## src/rtl/mips_prog_loader.sv

```systemverilog
// Program-memory loader: assembles a length-prefixed, XOR-checksummed byte stream
// into 32-bit big-endian words and writes them sequentially to program memory.
// The CPU is held in reset until the load completes with a good checksum.
module mips_prog_loader #(
  parameter logic [15:0] BASE_ADDR = 16'h0000,
  parameter int          MAX_WORDS = 1024
) (
  input  logic        i_clk,
  input  logic        i_reset,
  input  logic        i_start,
  input  logic [7:0]  i_byte_in,
  input  logic        i_byte_valid,
  output logic        o_byte_ready,
  output logic        o_pm_we,
  output logic [15:0] o_pm_addr,
  output logic [31:0] o_pm_wdata,
  output logic        o_cpu_reset,
  output logic        o_done,
  output logic        o_error
);

  typedef enum logic [2:0] {
    S_IDLE, S_LEN_HI, S_LEN_LO, S_WORD, S_WRITE, S_CSUM, S_DONE, S_ERR
  } state_t;

  localparam logic [16:0] LP_MAX = 17'(MAX_WORDS);

  state_t      r_state, w_next;
  logic        r_byte_ready, r_pm_we, r_cpu_reset, r_done, r_error;
  logic [15:0] r_pm_addr, r_len, r_cnt;
  logic [31:0] r_shift;
  logic [7:0]  r_len_hi, r_csum;
  logic [1:0]  r_bcnt;

  logic        w_xfer, w_start_ok, w_len_bad;
  logic [15:0] w_len, w_cnt_next;

  // byte_ready is a flop, so a transfer never depends combinationally on itself
  assign w_xfer     = i_byte_valid & r_byte_ready;
  assign w_start_ok = i_start & ((r_state == S_IDLE) | (r_state == S_DONE) | (r_state == S_ERR));
  assign w_len      = {r_len_hi, i_byte_in};
  assign w_len_bad  = (w_len == 16'd0) || ({1'b0, w_len} > LP_MAX);
  assign w_cnt_next = r_cnt + 16'd1;

  // State register
  always_ff @(posedge i_clk or posedge i_reset) begin
    if (i_reset) r_state <= S_IDLE;
    else         r_state <= w_next;
  end

  // Next-state logic
  always_comb begin
    w_next = r_state;
    unique case (r_state)
      S_IDLE:   if (i_start) w_next = S_LEN_HI;
      S_LEN_HI: if (w_xfer) w_next = S_LEN_LO;
      S_LEN_LO: if (w_xfer) w_next = w_len_bad ? S_ERR : S_WORD;
      S_WORD:   if (w_xfer && (r_bcnt == 2'd3)) w_next = S_WRITE;
      S_WRITE:  w_next = (w_cnt_next == r_len) ? S_CSUM : S_WORD;
      S_CSUM:   if (w_xfer) w_next = (i_byte_in == r_csum) ? S_DONE : S_ERR;
      S_DONE:   if (i_start) w_next = S_LEN_HI;
      S_ERR:    if (i_start) w_next = S_LEN_HI;
      default:  w_next = S_IDLE;
    endcase
  end

  // Outputs are registered from the next state; datapath updates per current state
  always_ff @(posedge i_clk or posedge i_reset) begin
    if (i_reset) begin
      r_byte_ready <= 1'b0;
      r_pm_we      <= 1'b0;
      r_cpu_reset  <= 1'b1;
      r_done       <= 1'b0;
      r_error      <= 1'b0;
      r_pm_addr    <= BASE_ADDR;
      r_shift      <= 32'd0;
      r_len_hi     <= 8'd0;
      r_len        <= 16'd0;
      r_cnt        <= 16'd0;
      r_csum       <= 8'd0;
      r_bcnt       <= 2'd0;
    end else begin
      r_byte_ready <= (w_next == S_LEN_HI) || (w_next == S_LEN_LO) ||
                      (w_next == S_WORD)   || (w_next == S_CSUM);
      r_pm_we      <= (w_next == S_WRITE);
      r_cpu_reset  <= (w_next != S_DONE);
      r_done       <= (w_next == S_DONE);
      r_error      <= (w_next == S_ERR);
      if (w_start_ok) begin
        r_pm_addr <= BASE_ADDR;
        r_cnt     <= 16'd0;
        r_csum    <= 8'd0;
        r_bcnt    <= 2'd0;
      end
      if (w_xfer && (r_state == S_LEN_HI)) r_len_hi <= i_byte_in;
      if (w_xfer && (r_state == S_LEN_LO)) r_len <= w_len;
      if (w_xfer && (r_state == S_WORD)) begin
        r_shift <= {r_shift[23:0], i_byte_in};
        r_csum  <= r_csum ^ i_byte_in;
        r_bcnt  <= r_bcnt + 2'd1;
      end
      // Address advances on the cycle after the write strobe
      if (r_state == S_WRITE) begin
        r_pm_addr <= r_pm_addr + 16'd1;
        r_cnt     <= w_cnt_next;
      end
    end
  end

  assign o_byte_ready = r_byte_ready;
  assign o_pm_we      = r_pm_we;
  assign o_pm_addr    = r_pm_addr;
  assign o_pm_wdata   = r_shift;
  assign o_cpu_reset  = r_cpu_reset;
  assign o_done       = r_done;
  assign o_error      = r_error;

endmodule

```

## config.mk

```make
export PLATFORM = sky130hd
export DESIGN_NAME = mips_prog_loader
export DESIGN_NICKNAME = d
export VERILOG_FILES = /design/src/rtl/mips_prog_loader.sv
export SDC_FILE = /design/constraint.sdc
export NUM_CORES = 1
export LEC_CHECK = 0
export ABC_AREA = 0
export CORE_ASPECT_RATIO = 1.75
export CORE_MARGIN = 2
export CORE_UTILIZATION = 45
export DETAILED_ROUTE_END_ITERATION = 8
export GPL_ROUTABILITY_DRIVEN = 0
export PLACE_DENSITY = 0.67
export RECOVER_POWER = 50
export SLEW_MARGIN = 0
export SYNTH_ARGS = -nofsm -noshare
export SYNTH_HDL_FRONTEND = slang
export SYNTH_SLANG_ARGS = --single-unit
```

## constraint.sdc

```tcl
create_clock -name i_clk -period 3.5 [get_ports i_clk]
set_input_delay 0.525 -clock i_clk [delete_from_list [all_inputs] [get_ports i_clk]]
set_output_delay 0.525 -clock i_clk [all_outputs]
set_load 0.05 [all_outputs]
```

# Yosys cells after proc, flatten, opt, wreduce, memory -nomap -nowiden
# Index checks and enable logic that the tools add are counted.
[word_totals]
ff_bits = 106
input_bits = 12
wordCells = 69
[classes]
addsub = 3
n_lt_le_gt_ge = 1
eq_ne = 18
muxes = 16
n_bitwise = 5
reduce_logical = 13
[op_table]
columns = ["operator", "count"]
rows = [
  ["16-bit two-way mux", 3],
  ["16-bit by 1-bit adder with 16-bit output (second input constant)", 2],
  ["3-bit == test (second input constant)", 8],
  ["3-bit two-way mux", 7],
  ["3-bit case mux with 6 select lines", 1],
  ["16-bit == test", 1],
  ["16-bit by 11-bit > comparator with 1-bit output (second input constant)", 1],
  ["16-bit logical NOT", 1],
  ["8-bit two-way mux", 2],
  ["3-bit by 2-bit == test with 1-bit output (second input constant)", 4],
  ["8-bit == test", 1],
  ["8-bit bitwise XOR", 1],
  ["3-bit by 1-bit == test with 1-bit output (second input constant)", 2],
  ["1-bit logical AND", 4],
  ["1-bit logical OR", 4],
  ["2-bit two-way mux", 2],
  ["2-bit nonzero test", 2],
  ["3-bit logical NOT", 1],
  ["3-bit != test (second input constant)", 1],
  ["3-bit OR reduction", 1],
  ["2-bit by 1-bit adder with 2-bit output (second input constant)", 1],
  ["1-bit AND", 2],
  ["2-bit == test (second input constant)", 1],
  ["1-bit bitwise OR", 2],
  ["1-bit two-way mux", 1],
]

# Logic depth before layout (Yosys ltp)
[logic_depth]
depth_word = 9
ltp_mapped = 9
mapped_depth_nobuf = 8

# Least setup slack after synthesis
# No wires, ideal clock.
[synth_path]
path_kind = "reg-to-reg"
startpoint = "register r_pm_addr[4] (netlist: o_pm_addr[4])"
endpoint = "register r_pm_addr[13] (netlist: o_pm_addr[13])"
setup_time_ps = 121
arrival_time_ps = 2000
setup_slack_ps = 1379
stages_incl_launch_ff = 8
n_path_buf = 0
period_less_slack_ps = 2121
cell_sequence = "dfrtp_1 > nand3_1 > nor2_1 > nand3_1 > nor3_1 > and3_1 > o21ai_0 > a22o_1"
[synth_via]
elab_chain_cells = 2
[synth_rtl]
columns = ["element", "line", "text"]
rows = [
  ["from (decl)", "30", "logic [15:0] r_pm_addr, r_len, r_cnt;"],
  ["from (signal assigned)", "104", "r_pm_addr <= r_pm_addr + 16'd1;"],
  ["16-bit by 1-bit adder with 16-bit output", "104", ""],
  ["16-bit two-way mux", "103", "if (r_state == S_WRITE) begin"],
]
# Every way passes these cells.
# A chain may end at the register's enable or synchronous reset.

==> qor.csv <==
metric,value,unit
Int Power,2.99,mW
final setup margin,0.813,ns
failing checks,"max-capacitance violations, max-slew violations",
status,finished with violations,
Post-synth EDFFs,0,
Hold Crit Start,o_pm_wdata[29]$_DFFE_PP0P_,
RSZ-0062 raised after global routing,false,
# Post-CTS Setup Buffers,0,
CTS tree,yes,
crit path kind,in2async,
Worst Setup Start Kind,input pin,
post-synth net total,569,
Yosys reg bits,106,
"Reg clk slew, reported paths",0.07,ns
fin. max-slew vios,56,
clk sinks,106,
hold endpoint,o_pm_wdata[29]$_DFFE_PP0P_,
TNS Setup,0,ns
clk root buf,clkbuf_16,
library cells used by synthesis,50,
number of setup violations in the final report,0,
switch share,42.4,%
worst relative slew slack,-42.3,%
H-tree depth,3,
total power,5.20,mW
Antenna diodes,0,
Hold WS,0.485,ns
hpwl dp,8630,um
Max-Cap Viols,1,
Final Cycle Share,76.8,%
antenna-violating nets left,0,
initial antenna violation count,0,
Least-Margin Pin Slew,2.13,ns
Post-CTS Resized,0,
worst hold path depth,2,
nets@finish,624,
DR iter-0 viols,224,
vias in the first global route,4125,
Yosys Warn Count,0,
Fill cells,976,
switching pwr,2.21,mW
"commonest cells after routing, fill and taps aside","nand2_1, dfrtp_1, o21ai_0, clkdlybuf4s50_1, nor2_1",
register area share after synthesis,51.4,%
Synth Flop Type,dfrtp_1,
# port buffers,64,
Netlist Area Pre-Place,0.00516,mm2
Place WS,0.871,ns
Reg power frac,38.4,%
die area,0.0124,mm2
row count,51,
drt wl/cell,16.2,um
Starting Density,46.2,%
Final Hold Vio Count,0,
crit path max fanout,55,
# IOs,65,
Clock Path Buffers,2,
Worst Hold Class,reg2reg,
Syn Area/Cell,9.32,um2
Post-synth ARST share,100,%
Syn-to-layout area delta,19.7,%
via count,4135,
crit end category,async pin,
Clock Latency Late Sink,0.34,ns
FF-to-FF setup slack,0.90,ns
First-pass DRT Iterations,4,
die span in x,85.0,um
reg2reg end,r_cnt[11]$_DFFE_PP0P_,
maximum vdd drop,0.000532,V
combinational share of power,42.2,%
first-pass GRT wire length,20000,um
"Min Clock Period, post-route",2.69,ns
reg2reg start,r_state[1]$_DFF_PP0_,
Routed WL,12100,um
largest net degree at the start of global routing,56,
clk_skew,0.00864,ns
CTS Buf Count,9,
FF-to-FF path depth,7,
CP arrival,3.14,ns
overflow left after global routing,0,
Leakage,2.80,nW
DIE HEIGHT,146,um
Core Region,0.0112,mm2
synthesized instance count,554,
FMAX,372,MHz
overall routing resource usage,19.9,%
PD cells,842,mW/mm2
"commonest non-fill, non-tap cell in the layout",nand2_1,
Post-route DRC,0,
worst path required time,3.96,ns
Clock power frac,19.4,%
fraction of layout cells with a size suffix above 1,9.77,%
Avg Vias per Cell,5.54,
Finished Core Util,55.3,%
CTS Hold Buffers Added,0,
-- flip-flops by register name (all words and copies together) (netlist names) --
signal and flops:
o_pm_wdata 32, o_pm_addr 16, r_cnt 16, r_len 16
r_csum 8, r_len_hi 8, r_state 3, r_bcnt 2
o_byte_ready 1, o_cpu_reset 1, o_done 1, o_error 1
o_pm_we 1
-- how the worst max path moves through the flow --
stage,to,slack (ns),start,cells past startpoint
floorplan,o_byte_ready$_DFF_PP0_,0.19,i_reset,1
global placement,o_done$_DFF_PP0_,0.88,i_byte_in[0],9
detailed placement,o_done$_DFF_PP0_,0.87,i_byte_in[0],9
CTS,r_state[1]$_DFF_PP0_,0.96,r_cnt[0]$_DFFE_PP0P_,8
global route,o_cpu_reset$_DFF_PP1_,0.39,i_reset,3
finish,o_cpu_reset$_DFF_PP1_,0.81,i_reset,3
-- power by group through the flow --
stage | sequential [mW] | combinational (mW) | clock, mW
final | 2.00 | 2.20 | 1.01
after global routing | 2.06 | 2.38 | 1.07
after CTS | 2.00 | 2.23 | 1.02
after detailed placement | 2.01 | 2.22 | 0
after global placement | 2.00 | 2.18 | 0
after floorplan | 2.54 | 0.989 | 0
-- layout make-up --
cell class / instances / area [um2] / share of cell area [%]
flip-flops and latches: 106 / 2650 / 43.0
clock inverters: 3 / 47.5 / 0.770
multi-input cells: 410 / 2340 / 37.9
well taps: 132 / 165 / 2.67
clock buffers: 13 / 240 / 3.89
inverters: 9 / 33.8 / 0.547
repair buffers: 73 / 696 / 11.3
-- metal layers --
layer / track usage, % / wire, um / vias to the layer above
li1: - / - / 2004
met1: 23.1 / 4770 / 1990
met2: 34.6 / 6380 / 109
met3: 3.74 / 455 / 32
met4: 9.84 / 480 / 0
met5: 0 / 0 / -
-- worst max-delay path, cell delays in order --
cell,delay (ns)
dlygate4sd3_1,0.53
inv_1,1.49
clkbuf_2,0.53
-- kinds of logic (layout without fill, tap and decap cells) --
kind of cell	Yosys count	after routing	synth area share [%]
and+or+nand+nor	249	249	22.1
AOI/OAI and AO/OA	98	98	11.1
adders and majority gates	3	3	0.727
DFF	106	106	51.4
buffers and inverters	38	98	3.25
muxes	28	28	6.06
xor gates and xnor gates	32	32	5.43
-- through the flow --
step	cells	cell area, um2
4_1_cts	746	6190
3_5_place_dp	730	5900
3_3_place_gp	730	5900
5_1_grt	746	6180
2_1_floorplan	554	5160
6_report	746	6180
-- Yosys cell counts, types with 3 or more instances --
cell type,instances,area [um2]
a21oi_1,11,55.1
nor2_1,36,135
inv_1,9,33.8
xor2_1,19,166
nand2_1,139,522
xnor2_1,13,114
ha_1,3,37.5
and2_1,3,18.8
buf_4,4,30.0
o21ai_0,59,295
nand4_1,11,68.8
mux2_2,26,293
clkbuf_1,21,78.8
nor4_1,6,37.5
a31oi_1,8,50.1
dfrtp_1,105,2630
o31ai_1,6,45.0
nand3_1,24,120
nor3_1,6,30.0
and3_1,5,31.3
No activity file was read; power rests on OpenSTA's default activity.
